<file path="src/rtl/seq_restoring_divider_if.sv">
// rtl/seq_restoring_divider_if.sv - start/busy/done handshake and operand/result bundle for the divider
//
// Purpose: groups the request, status and result signals of seq_restoring_divider.
// Ports (signals):
//   start       requester -> divider  request, sampled only while ready=1
//   dividend    requester -> divider  unsigned dividend, DIVIDEND_W bits
//   divisor     requester -> divider  unsigned divisor, DIVISOR_W bits
//   ready       divider -> requester  start is accepted this cycle if high
//   busy        divider -> requester  division in progress
//   done        divider -> requester  one-cycle pulse, results valid from this cycle
//   quotient    divider -> requester  unsigned quotient, DIVIDEND_W bits
//   remainder   divider -> requester  unsigned remainder, DIVISOR_W bits
//   div_by_zero divider -> requester  last completed operation had divisor 0
interface seq_restoring_divider_if #(
  parameter int DIVIDEND_W = 8,
  parameter int DIVISOR_W  = 4
);
  logic                  start;
  logic [DIVIDEND_W-1:0] dividend;
  logic [DIVISOR_W-1:0]  divisor;
  logic                  ready;
  logic                  busy;
  logic                  done;
  logic [DIVIDEND_W-1:0] quotient;
  logic [DIVISOR_W-1:0]  remainder;
  logic                  div_by_zero;

  modport master (
    output start, dividend, divisor,
    input  ready, busy, done, quotient, remainder, div_by_zero
  );

  modport slave (
    input  start, dividend, divisor,
    output ready, busy, done, quotient, remainder, div_by_zero
  );
endinterface

</file>
<file path="src/rtl/seq_restoring_divider.sv">
// rtl/seq_restoring_divider.sv - sequential restoring divider, one quotient bit per clock
//
// Purpose: unsigned DIVIDEND_W / DIVISOR_W division, MSB first, restoring algorithm.
// Ports:
//   clk    rising-edge clock
//   rst_n  asynchronous active-low reset
//   bus    seq_restoring_divider_if.slave: start/dividend/divisor in,
//          ready/busy/done/quotient/remainder/div_by_zero out
module seq_restoring_divider #(
  parameter int DIVIDEND_W = 8,
  parameter int DIVISOR_W  = 4,
  parameter int CNT_W      = 4
) (
  input  logic                    clk,
  input  logic                    rst_n,
  seq_restoring_divider_if.slave  bus
);

  typedef enum logic [1:0] {
    S_IDLE = 2'd0,
    S_RUN  = 2'd1,
    S_DONE = 2'd2
  } state_t;

  state_t                state_q, state_d;
  logic [CNT_W-1:0]      cnt_q, cnt_d;
  // Only the low DIVISOR_W bits of the partial remainder survive between
  // iterations (it is always < divisor); the shifted value is DIVISOR_W+1 bits.
  logic [DIVISOR_W-1:0]  pr_q, pr_d;
  // Dividend bits shift out at the MSB while quotient bits shift in at the LSB.
  logic [DIVIDEND_W-1:0] sr_q, sr_d;
  logic [DIVISOR_W-1:0]  dvs_q, dvs_d;
  logic [DIVIDEND_W-1:0] quo_q, quo_d;
  logic [DIVISOR_W-1:0]  rem_q, rem_d;
  logic                  dbz_q, dbz_d;

  logic [DIVISOR_W:0]    pr_shift;
  logic [DIVISOR_W:0]    trial;
  logic                  q_bit;
  logic                  accept;

  // State register
  always_ff @(posedge clk or negedge rst_n) begin
    if (!rst_n) begin
      state_q <= S_IDLE;
    end else begin
      state_q <= state_d;
    end
  end

  // Datapath registers
  always_ff @(posedge clk or negedge rst_n) begin
    if (!rst_n) begin
      cnt_q <= '0;
      pr_q  <= '0;
      sr_q  <= '0;
      dvs_q <= '0;
      quo_q <= '0;
      rem_q <= '0;
      dbz_q <= 1'b0;
    end else begin
      cnt_q <= cnt_d;
      pr_q  <= pr_d;
      sr_q  <= sr_d;
      dvs_q <= dvs_d;
      quo_q <= quo_d;
      rem_q <= rem_d;
      dbz_q <= dbz_d;
    end
  end

  // One restoring step: the trial subtraction succeeds when it does not borrow.
  always_comb begin
    pr_shift = {pr_q, sr_q[DIVIDEND_W-1]};
    trial    = pr_shift - {1'b0, dvs_q};
    q_bit    = (pr_shift >= {1'b0, dvs_q});
  end

  // Next-state logic
  always_comb begin
    accept  = (state_q != S_RUN) && bus.start;
    state_d = state_q;
    case (state_q)
      S_IDLE, S_DONE: begin
        if (bus.start) begin
          state_d = (bus.divisor == '0) ? S_DONE : S_RUN;
        end else begin
          state_d = S_IDLE;
        end
      end
      S_RUN: begin
        if (cnt_q == '0) begin
          state_d = S_DONE;
        end
      end
      default: state_d = S_IDLE;
    endcase
  end

  // Datapath next values
  always_comb begin
    cnt_d = cnt_q;
    pr_d  = pr_q;
    sr_d  = sr_q;
    dvs_d = dvs_q;
    quo_d = quo_q;
    rem_d = rem_q;
    dbz_d = dbz_q;
    if (accept) begin
      dvs_d = bus.divisor;
      pr_d  = '0;
      sr_d  = bus.dividend;
      cnt_d = CNT_W'(DIVIDEND_W - 1);
      if (bus.divisor == '0) begin
        // Divide by zero bypasses RUN and reports a saturated quotient.
        quo_d = '1;
        rem_d = '0;
        dbz_d = 1'b1;
      end
    end else if (state_q == S_RUN) begin
      pr_d  = DIVISOR_W'(q_bit ? trial : pr_shift);
      sr_d  = {sr_q[DIVIDEND_W-2:0], q_bit};
      cnt_d = cnt_q - 1'b1;
      if (cnt_q == '0) begin
        quo_d = sr_d;
        rem_d = pr_d;
        dbz_d = 1'b0;
      end
    end
  end

  // Outputs are functions of registered state only.
  always_comb begin
    bus.ready       = (state_q != S_RUN);
    bus.busy        = (state_q == S_RUN);
    bus.done        = (state_q == S_DONE);
    bus.quotient    = quo_q;
    bus.remainder   = rem_q;
    bus.div_by_zero = dbz_q;
  end

endmodule

</file>
<file path="src/flat_wrapper.sv">
// flat-port wrapper written by rule: the top's interface ports become plain ports
module seq_restoring_divider_flat 
#(
  parameter int DIVIDEND_W = 8,
  parameter int DIVISOR_W  = 4,
  parameter int CNT_W      = 4
)
  (clk, rst_n, bus_start, bus_dividend, bus_divisor, bus_ready, bus_busy, bus_done, bus_quotient, bus_remainder, bus_div_by_zero);
  seq_restoring_divider_if #(.DIVIDEND_W(DIVIDEND_W), .DIVISOR_W(DIVISOR_W)) bus_i ();
  input  logic clk;
  input  logic rst_n;
  input wire logic [$bits(bus_i.start)-1:0] bus_start;
  input wire logic [$bits(bus_i.dividend)-1:0] bus_dividend;
  input wire logic [$bits(bus_i.divisor)-1:0] bus_divisor;
  output wire logic [$bits(bus_i.ready)-1:0] bus_ready;
  output wire logic [$bits(bus_i.busy)-1:0] bus_busy;
  output wire logic [$bits(bus_i.done)-1:0] bus_done;
  output wire logic [$bits(bus_i.quotient)-1:0] bus_quotient;
  output wire logic [$bits(bus_i.remainder)-1:0] bus_remainder;
  output wire logic [$bits(bus_i.div_by_zero)-1:0] bus_div_by_zero;
  assign bus_i.start = bus_start;
  assign bus_i.dividend = bus_dividend;
  assign bus_i.divisor = bus_divisor;
  assign bus_ready = bus_i.ready;
  assign bus_busy = bus_i.busy;
  assign bus_done = bus_i.done;
  assign bus_quotient = bus_i.quotient;
  assign bus_remainder = bus_i.remainder;
  assign bus_div_by_zero = bus_i.div_by_zero;
  seq_restoring_divider #(.DIVIDEND_W(DIVIDEND_W), .DIVISOR_W(DIVISOR_W), .CNT_W(CNT_W)) u_core (.clk(clk), .rst_n(rst_n), .bus(bus_i));
endmodule
</file>
<file path="config.mk">
export PLATFORM = sky130hd
export DESIGN_NAME = seq_restoring_divider_flat
export DESIGN_NICKNAME = d
export VERILOG_FILES = /design/src/rtl/seq_restoring_divider_if.sv /design/src/rtl/seq_restoring_divider.sv /design/src/flat_wrapper.sv
export SDC_FILE = /design/constraint.sdc
export NUM_CORES = 1
export LEC_CHECK = 0
export CAP_MARGIN = 20
export CORE_MARGIN = 2
export CORE_UTILIZATION = 35
export CTS_BUF_LIST = sky130_fd_sc_hd__clkbuf_8 sky130_fd_sc_hd__clkbuf_16
export DETAILED_ROUTE_END_ITERATION = 12
export SETUP_SLACK_MARGIN = 0.5
export SLEW_MARGIN = 10
export SYNTH_ARGS = -nofsm -noshare
export SYNTH_HDL_FRONTEND = slang
export SYNTH_SLANG_ARGS = --single-unit
</file>
<file path="constraint.sdc">
create_clock -name clk -period 6.5 [get_ports clk]
set_clock_uncertainty 0.2 [all_clocks]
set_input_delay 0.65 -clock clk [delete_from_list [all_inputs] [get_ports clk]]
set_output_delay 0.65 -clock clk [all_outputs]
set_load 0.02 [all_outputs]
</file>
==> run metrics, run 1 <==
status complete, no violations; Worst Tran Pin Value approximately 0.8 ns; Synth async-reset ratio 100.0%; vias in the first global route between 1000 and 1500; critical path endpoint category primary output; Die Width about 74 um; Synth Area in Simple Gates ~16%; Setup WS pre-CTS ~3.4 ns; Die Footprint 5421 um^2; DRC viols 0; count leader, synth dfrtp_1; first-pass GRT wire length 6.741 mm; mux cell area share after synthesis approximately 5.5%; Synth Flop Type dfrtp_1; setup TNS 0 ns; Netlist cell types 42; port bufs 30; Vias 1351; via density per instance 5.492; worst reg2reg path endpoint u_core.bus.quotient[0]; Hold Path Class register to register; WL per Instance around 16 um; pwr dens between 500 and 600 nW/um^2; synth cell count leaders dfrtp_1 (35), nand2_1 (15), o21ai_0 (14); number of flops mapped to enable cells by yosys 0; root buffer cell clkbuf_8; Final ANT Viol Nets 0; drt first pass iters 4; Post-Syn Nets between 150 and 200; Hold Worst Slack about 0.29 ns; top cells by area, synth dfrtp_1 (52%), mux2i_1 (4.1%), o21ai_0 (4.1%); leakage power around 0.93 nW; GR Overflow Total 0; antenna violations before repair 0; Setup WS post-layout roughly 3.4 ns; Die Y between 70 and 80 um; max-slew violations 0; maximum VDD drop ~0.3 mV; flops & latches, synth 35; flop2flop setup slack 3.62 ns; Final Core Density ~46%; # resized after CTS 0; share of cells above drive strength 1 between 7 and 8%; yosys warns 0; relative slew slack between 40 and 50%; fmax 0.3231 GHz; Adder-Cell Fraction of Synth Area 4.867%; crit path time final approximately 3.1 ns; worst-skew pair later-pin latency 0.29 ns; Post-Syn Area around 1700 um^2; endpoints failing setup 0; Yosys top cell by area dfrtp_1; reg2reg start u_core.state_q[1]; RSZ-0062 raised after global routing false; Post-Syn Instances around 160; main combinational cell family by area after synthesis compound AO/OA/AOI/OAI gates; core box area between 4000 and 5000 um^2; fin crit share a little under half; Initial Util 36.16%; DP Wirelength 2.766 mm; Hold Crit Depth 1; hold endpoint u_core.state_q[1]; Ports 31; final wirelength ~4.0 mm; pin count of the biggest net entering global routing 36; MaxCap Viol Count 0; TritonCTS clock tree yes; WP data required ~5.7 ns; # clock sinks 35; Reg2Reg Depth 5; # diodes 0; # nets final roughly 210; share of the synthesized area in the top cell type 51.62%; Setup CP Type register to primary output; htree depth 2; number of DRC markers in iteration 0 87; synth-to-layout area growth 28.10%; number of CTS-inserted buffers 5; register area share after synthesis approximately half; clock slew at reported path FFs approximately 0.07 ns; Mean Syn Cell Area between 10 and 15 um^2; Tot GR Track Use between 10% and 20%; Worst Hold Launch u_core.state_q[1]; Final Hold Viols 0; Cell Rows 25; hold_buf cts 0; postcts setup bufs 0; Worst Path Max Fanout 28; RePlAce Congestion 0.8162; Clock Path Buffers 2; complex-gate fraction of the synthesized area between 10% and 20%; post-synthesis xor/xnor area fraction less than 1%; CP Launch Type register; Worst EP arrival between 2 and 2.5 ns
[where the power goes]
| part | internal (W) | switching, W | total (W) |
|---|---|---|---|
| Clock | 0.000152 | 0.0000783 | 0.000230 |
| Sequential | 0.000323 | 0.0000745 | 0.000397 |
| Combinational | 0.000258 | 0.000332 | 0.000589 |
[cells in the final DEF, fill, tap and decap left out, types with 2 or more instances in the layout]
cell type	instances
nor4_1	5
nand3_1	6
nor2b_1	2
nor3_1	3
nor2_1	4
ha_1	5
a211oi_1	2
mux2_2	2
clkdlybuf4s50_1	30
o21a_1	4
and2_1	2
a311o_1	4
o22a_1	4
inv_1	10
nand2b_1	2
a21oi_1	3
clkbuf_8	5
or3_1	3
dfrtp_1	35
and3_1	3
o211ai_1	2
nand2_1	15
bufinv_16	2
o41ai_1	2
o21ai_0	14
mux2i_1	7
[sequential cells by signal, indices dropped and copies added (netlist names)]
name and cells:
u_core.bus.div_by_zero 1, u_core.bus.quotient 8, u_core.bus.remainder 4, u_core.cnt_q 4, u_core.dvs_q 4, u_core.pr_q 4
u_core.sr_q 8, u_core.state_q 2
[metal layers]
| layer | global-route usage (%) | up-vias | wire length (um) |
|---|---|---|---|
| met5 | 0 | - | 0 |
| met4 | 5.051 | 0 | 50 |
| met3 | 5.350 | 5 | 295 |
| met2 | 25.40 | 62 | 1755 |
| met1 | 22.04 | 638 | 1857 |
| li1 | - | 646 | - |
[area by class of cell]
cell class	count	area [um^2]
Clock buffer	5	68.82
Clock inverter	3	63.81
Fill cell	435	2519
Inverter	10	37.54
Multi-Input combinational cell	108	752.0
Sequential cell	35	875.8
Tap cell	54	67.56
Timing Repair Buffer	31	307.8
[kinds of logic after synthesis]
logic type               after synthesis
AND/OR/NAND/NOR                       50
AO/OA/AOI/OAI                         42
flip-flops                            35
multiplexers                           9
buffers and inverters                 16
XOR/XNOR                               1
adder cells (fa/ha/maj)                6
[metrics by stage]
step	std cells	instance area (um^2)	total power [W]
floorplan	159	1697	0.0007980
global placement	238	2041	0.0009746
detailed placement	238	2041	0.0009841
CTS	246	2173	0.001220
global route	246	2173	0.001310
finish	246	2173	0.001217
[worst max-delay path by stage]
stage	from	endpoint	slack, ns
2_1_floorplan	bus_divisor[1]	u_core.bus.quotient[0]	4.44
3_3_place_gp	bus_start	u_core.bus.quotient[0]	3.48
3_5_place_dp	bus_start	u_core.bus.quotient[0]	3.36
4_1_cts	u_core.state_q[1]	bus_busy	3.42
5_1_grt	u_core.state_q[1]	bus_busy	3.26
6_report	u_core.state_q[1]	bus_busy	3.41
[worst max-delay path: stages, from the launching register on]
cell and delay, ns:
dfrtp_1 0.38, nand2b_1 0.40, inv_2 0.47, clkdlybuf4s50_1 0.69
Power figures use the tool's default switching activity.
==> run 2, diff against run 1 <==
==> constraint.sdc (replaced) <==
create_clock -name clk -period 3.2 [get_ports clk]
set_clock_uncertainty 0.2 [all_clocks]
set_input_delay 0.32 -clock clk [delete_from_list [all_inputs] [get_ports clk]]
set_output_delay 0.32 -clock clk [all_outputs]
set_load 0.02 [all_outputs]
==> run metrics, run 2 (synthesis results as in run 1) <==
Tot GR Track Use 16.31% (was 16.46%); WL per Instance 15.75 um (was 16.09 um); sequential share of power 34.8% (was 32.7%); # diodes 0 (unchanged); port bufs 30 (unchanged); status complete, no violations (unchanged); leakage power 0.9341 nW (was 0.9345 nW); DRC viols 0 (unchanged); htree depth 2 (unchanged); vias in the first global route 1378 (was 1391); Layout Cells excl Fill 250 (was 246); slowest stage delay, CP 0.40 ns (was 0.69 ns); RSZ-0062 raised after global routing false (unchanged); Final Hold Viols 0 (unchanged); Clk pwr share 13.2% (was 18.9%); # resized after CTS 0 (unchanged); Worst Tran Pin Value 0.6720 ns (was 0.7882 ns); Vias 1343 (was 1351); final wirelength 3.937 mm (was 3.958 mm); maximum VDD drop 0.4666 mV (was 0.2986 mV); Critical Path End u_core.bus.quotient[0] (was bus_busy); Buffers & Inverters on Critical Path 1 (was 2); postcts setup bufs 0 (unchanged); Worst Path Max Fanout 11 (was 28); root buffer cell clkbuf_8 (unchanged); # clock sinks 35 (unchanged); worst reg2reg path endpoint u_core.bus.quotient[0] (unchanged); Crit. path cell count 6 (was 3); Net Sw Power 0.0009700 W (was 0.0004844 W); Die Y 73.63 um (unchanged); family with the most delay on the worst path simple AND/OR/NAND/NOR gates (was buffers and inverters); most common cell after layout, fill and taps aside dfrtp_1 (unchanged); most frequent cells in the layout dfrtp_1 (35), clkdlybuf4s50_1 (30), nand2_1 (15), o21ai_0 (14), inv_1 (11) (was dfrtp_1 (35), clkdlybuf4s50_1 (30), nand2_1 (15), o21ai_0 (14), inv_1 (10)); crit path launch u_core.cnt_q[0] (was u_core.state_q[1]); first-pass GRT wire length 6.630 mm (was 6.741 mm); worst-skew pair later-pin latency 0.29 ns (about the same); endpoints failing setup 0 (unchanged); reg2reg start u_core.cnt_q[0] (was u_core.state_q[1]); WP data required 3.18 ns (was 5.65 ns); drt first pass iters 4 (unchanged); logic gate share of total power 52.0% (was 48.4%); Hold Path Class input port to asynchronous set/reset pin (was register to register); hold_buf cts 0 (unchanged); MaxCap Viol Count 0 (unchanged); flop2flop setup slack 0.87 ns (was 3.62 ns); fmax about 0.43 GHz; Worst EP arrival 2.31 ns (was 2.24 ns); synth-to-layout area growth 26.84% (was 28.10%); Clock Path Buffers 2 (unchanged); share of cells above drive strength 1 9.184% (was 7.813%); critical path endpoint category register (was primary output); pin count of the biggest net entering global routing 36 (unchanged); setup TNS 0 ns (unchanged); Cell Rows 25 (unchanged); Reg2Reg Depth 6 (was 5); dpl cells 242 (was 238); number of CTS-inserted buffers 5 (unchanged); crit path time final 2.326 ns; RePlAce Congestion 0.7832 (was 0.8162); most used cell, CP nand2_1; fin crit share between 70 and 80%; # nets final 216 (was 212); sw frac 41.90% (was 39.81%); DP Wirelength 2.826 mm (was 2.766 mm); TritonCTS clock tree yes (unchanged); pwr dens 1076 nW/um^2 (was 559.8 nW/um^2); Pint 0.001345 W (was 0.0007323 W); Die Footprint 5421 um^2 (unchanged); Setup CP Type register to register (was register to primary output); CP Launch Type register (unchanged); GR Overflow Total 0 (unchanged); max-slew violations 0 (unchanged); via density per instance 5.372 (was 5.492); antenna violations before repair 0 (unchanged); Initial Util 36.16% (unchanged); Final ANT Viol Nets 0 (unchanged); Die Width 73.63 um (unchanged); CP max-delay cell dfrtp_1 (was clkdlybuf4s50_1); clock slew at reported path FFs 0.07 ns (about the same); core box area 4692 um^2 (unchanged); relative slew slack 55.03% (was 47.29%); Ports 31 (unchanged); crit path cell chain inv_1 > ha_1 > nor3b_1 > nand2_1 > nand2_1 > mux2_2 (was nand2b_1 > inv_2 > clkdlybuf4s50_1); number of DRC markers in iteration 0 81 (was 87)
-- run 2: how the worst min path moves through the flow --
stage                                      start                      to  cells past startpoint  slack, ns
after detailed placement  u_core.bus.div_by_zero  u_core.bus.div_by_zero                      2       0.27
after global routing                       rst_n         u_core.dvs_q[1]                      2       0.29
final                                      rst_n         u_core.dvs_q[2]                      2       0.25
after global placement           u_core.cnt_q[0]         u_core.cnt_q[0]                      1       0.28
after floorplan                            rst_n  u_core.bus.div_by_zero                      0      -0.18
after CTS                                  rst_n         u_core.dvs_q[0]                      2       0.27
-- run 2: stage by stage --
step           utilization, %  hold slack, ns  worst slack [ns]  power (W)  instance area [um^2]
2_1_floorplan               -         -0.1756             1.157   0.001621                  1697
3_3_place_gp            44.13          0.2773            0.7357   0.001990                  2071
3_5_place_dp            44.13          0.2683            0.6657   0.002019                  2071
4_1_cts                 45.87          0.2673            0.8787   0.002334                  2152
5_1_grt                 45.87          0.2907            0.7671   0.002510                  2152
6_report                45.87          0.2484            0.8744   0.002315                  2152
-- run 2: layer usage --
| metal | up-vias | share of wire [%] | track usage [%] | wire, um |
|---|---|---|---|---|
| met3 | 6 | 6.9 | 4.938 | 270 |
| met2 | 49 | 45 | 24.21 | 1774 |
| met4 | 0 | 1.5 | 6.869 | 60 |
| met5 | - | 0 | 0 | 0 |
| met1 | 638 | 47 | 22.10 | 1831 |
| li1 | 650 | - | - | - |
-- run 2: layout make-up --
type,count,area (um^2)
clock buffer,5,68.82
clock inverter,3,12.51
fill,445,2540
inverter,10,37.54
multi-input combinational,108,752.0
sequential,35,875.8
tap,54,67.56
timing repair buffer,35,337.8
-- run 2: power groups by stage --
stage / logic (W) / registers (W) / clock network (W)
6_report: 0.00120 / 0.000805 / 0.000305
5_1_grt: 0.00135 / 0.000836 / 0.000328
3_3_place_gp: 0.00118 / 0.000806 / 0
4_1_cts: 0.00122 / 0.000805 / 0.000312
3_5_place_dp: 0.00121 / 0.000811 / 0
2_1_floorplan: 0.000758 / 0.000863 / 0
==> run 3, diff against run 2 <==
==> constraint.sdc (replaced) <==
create_clock -name clk -period 2.3 [get_ports clk]
set_clock_uncertainty 0.2 [all_clocks]
set_input_delay 0.23 -clock clk [delete_from_list [all_inputs] [get_ports clk]]
set_output_delay 0.23 -clock clk [all_outputs]
set_load 0.02 [all_outputs]
==> run metrics, run 3 (synthesis results as in run 1) <==
htree depth 2 (unchanged); Hold Worst Slack 0.1610 ns (was 0.2484 ns); Ports 31 (unchanged); max-slew violations 0 (unchanged); pwr dens 1533 nW/um^2 (was 1076 nW/um^2); Final Hold Viols 0 (unchanged); root buffer cell clkbuf_8 (unchanged); clock slew at reported path FFs 0.07 ns (about the same); RePlAce Congestion 0.8162 (was 0.7832); setup TNS 0 ns (unchanged); slowest stage delay, CP 0.57 ns (was 0.40 ns); port bufs 30 (unchanged); reg2reg start u_core.pr_q[1] (was u_core.cnt_q[0]); endpoints failing setup 0 (unchanged); WP data required 2.28 ns (was 3.18 ns); CP Launch Type register (unchanged); synth-to-layout area growth 45.94% (was 26.84%); most frequent cells in the layout dfrtp_1 (35), clkdlybuf4s50_1 (27), buf_4 (16), o21ai_0 (13), nand2_1 (12) (was dfrtp_1 (35), clkdlybuf4s50_1 (30), nand2_1 (15), o21ai_0 (14), inv_1 (11)); WL per Instance 16.91 um (was 15.75 um); status complete, no violations (unchanged); Cell Rows 25 (unchanged); Clock Path Buffers 2 (unchanged); crit path cell chain ha_4 > or4_4 > a21oi_4 > o21ai_1 > mux2_4 (was inv_1 > ha_1 > nor3b_1 > nand2_1 > nand2_1 > mux2_2); fin crit share 88.91% (was 72.67%); drt first pass iters 4 (unchanged); CP max-delay cell or4_4 (was dfrtp_1); Setup CP Type register to register (unchanged); final wirelength 4.565 mm (was 3.937 mm); relative slew slack 68.97% (was 55.03%); critical path endpoint category register (unchanged); Final ANT Viol Nets 0 (unchanged); Initial Util 36.16% (unchanged); # clock sinks 35 (unchanged); Vias 1449 (was 1343); # diodes 0 (unchanged); Reg2Reg Depth 5 (was 6); DRC viols 0 (unchanged); RSZ-0062 raised after global routing true (was false); antenna violations before repair 0 (unchanged); GR Overflow Total 0 (unchanged); Die Footprint 5421 um^2 (unchanged); number of CTS-inserted buffers 5 (unchanged); via density per instance 5.367 (was 5.372); Tot GR Track Use 18.58% (was 16.31%); flop2flop setup slack 0.26 ns (was 0.87 ns); number of DRC markers in iteration 0 68 (was 81); fmax 0.4890 GHz (was 0.4300 GHz); Die Y 73.63 um (unchanged); Hold Path Class input port to asynchronous set/reset pin (unchanged); DP Wirelength 2.942 mm (was 2.826 mm); vias in the first global route 1521 (was 1378); Worst Path Max Fanout 5 (was 11); core box area 4692 um^2 (unchanged); TritonCTS clock tree yes (unchanged); leakage power 1.080 nW (was 0.9341 nW); MaxCap Viol Count 0 (unchanged); pin count of the biggest net entering global routing 36 (unchanged); worst-skew pair later-pin latency 0.29 ns (about the same); first-pass GRT wire length 7.403 mm (was 6.630 mm); crit path time final 2.045 ns (was 2.326 ns); worst reg2reg path endpoint u_core.bus.quotient[0] (unchanged); share of cells above drive strength 1 27.78% (was 9.184%); Final Core Density 52.77% (was 45.87%); Worst EP arrival 2.02 ns (was 2.31 ns); # nets final 236 (was 216); most common cell after layout, fill and taps aside dfrtp_1 (unchanged); Die Width 73.63 um (unchanged); maximum VDD drop 0.6215 mV (was 0.4666 mV); Worst Tran Pin Value 0.4654 ns (was 0.6720 ns)
==> run 3: changes by cell type in the layout (fill, tap and decap cells not counted), sizes merged <==
cell           delta
a21oi             +1
buf              +18
clkbuf            +1
clkdlybuf4s50     -3
dlygate4sd2       +2
nand2             +1
==> run 3: layout make-up <==
type / instances / area, um^2
sequential: 35 / 875.8
clock inverter: 3 / 12.51
timing repair buffer: 53 / 509.2
clock buffer: 5 / 68.82
tap: 54 / 67.56
multi-input combinational: 110 / 904.6
fill: 421 / 2216
inverter: 10 / 37.54
==> run 3: how the worst max path moves through the flow <==
stage / start / to / slack, ns / cells past startpoint
2_1_floorplan: u_core.pr_q[2] / u_core.bus.remainder[2] / 0.33 / 5
3_3_place_gp: bus_divisor[1] / u_core.bus.remainder[1] / 0.05 / 5
3_5_place_dp: bus_divisor[1] / u_core.bus.remainder[1] / -0.08 / 5
4_1_cts: u_core.dvs_q[2] / u_core.bus.remainder[0] / 0.28 / 6
5_1_grt: u_core.dvs_q[1] / u_core.bus.quotient[0] / 0.19 / 6
6_report: u_core.pr_q[1] / u_core.bus.quotient[0] / 0.26 / 5
==> run 3: what timing repair did <==
item,in CTS,in global routing
setup buffers,12,4
hold buffers,0,0
cloned,2,0
resized for setup,17,16
pin swaps,7,7
endpoints found under the setup margin,24,20
==> run 3: critical path, delay by kind of cell, from the launching register on <==
family                     cells  cell delay, ns
and+or+nand+nor                1            0.57
adders and majority gates      1            0.17
DFF                            1            0.41
AOI/OAI and AO/OA              2            0.32
muxes                          1            0.26
==> run 3: power breakdown <==
| part | switching, W | total [W] | internal, W |
|---|---|---|---|
| Combinational | 0.00115 | 0.00223 | 0.00109 |
| Clock | 0.000225 | 0.000429 | 0.000204 |
| Sequential | 0.000223 | 0.00114 | 0.000912 |
| Total | 0.00159 | 0.00380 | 0.00220 |
==> run 3: layer usage <==
| layer | routed length, um | up-vias | part of all wire (%) | track usage (%) |
|---|---|---|---|---|
| met3 | 176 | 6 | 3.9 | 5.624 |
| met1 | 2161 | 716 | 47 | 24.61 |
| met4 | 57 | 0 | 1.2 | 5.455 |
| li1 | - | 697 | - | - |
| met5 | 0 | - | 0 | 0 |
| met2 | 2169 | 30 | 48 | 29.37 |
==> run 3: metrics by stage <==
step           setup slack [ns]  std cells  power, W  cell area, um^2
2_1_floorplan            0.3308        159  0.002326             1739
3_3_place_gp            0.05459        244  0.002871             2122
3_5_place_dp           -0.07731        244  0.002905             2122
4_1_cts                  0.2844        266  0.003572             2356
5_1_grt                  0.1854        270  0.004084             2476
6_report                 0.2551        270  0.003797             2476
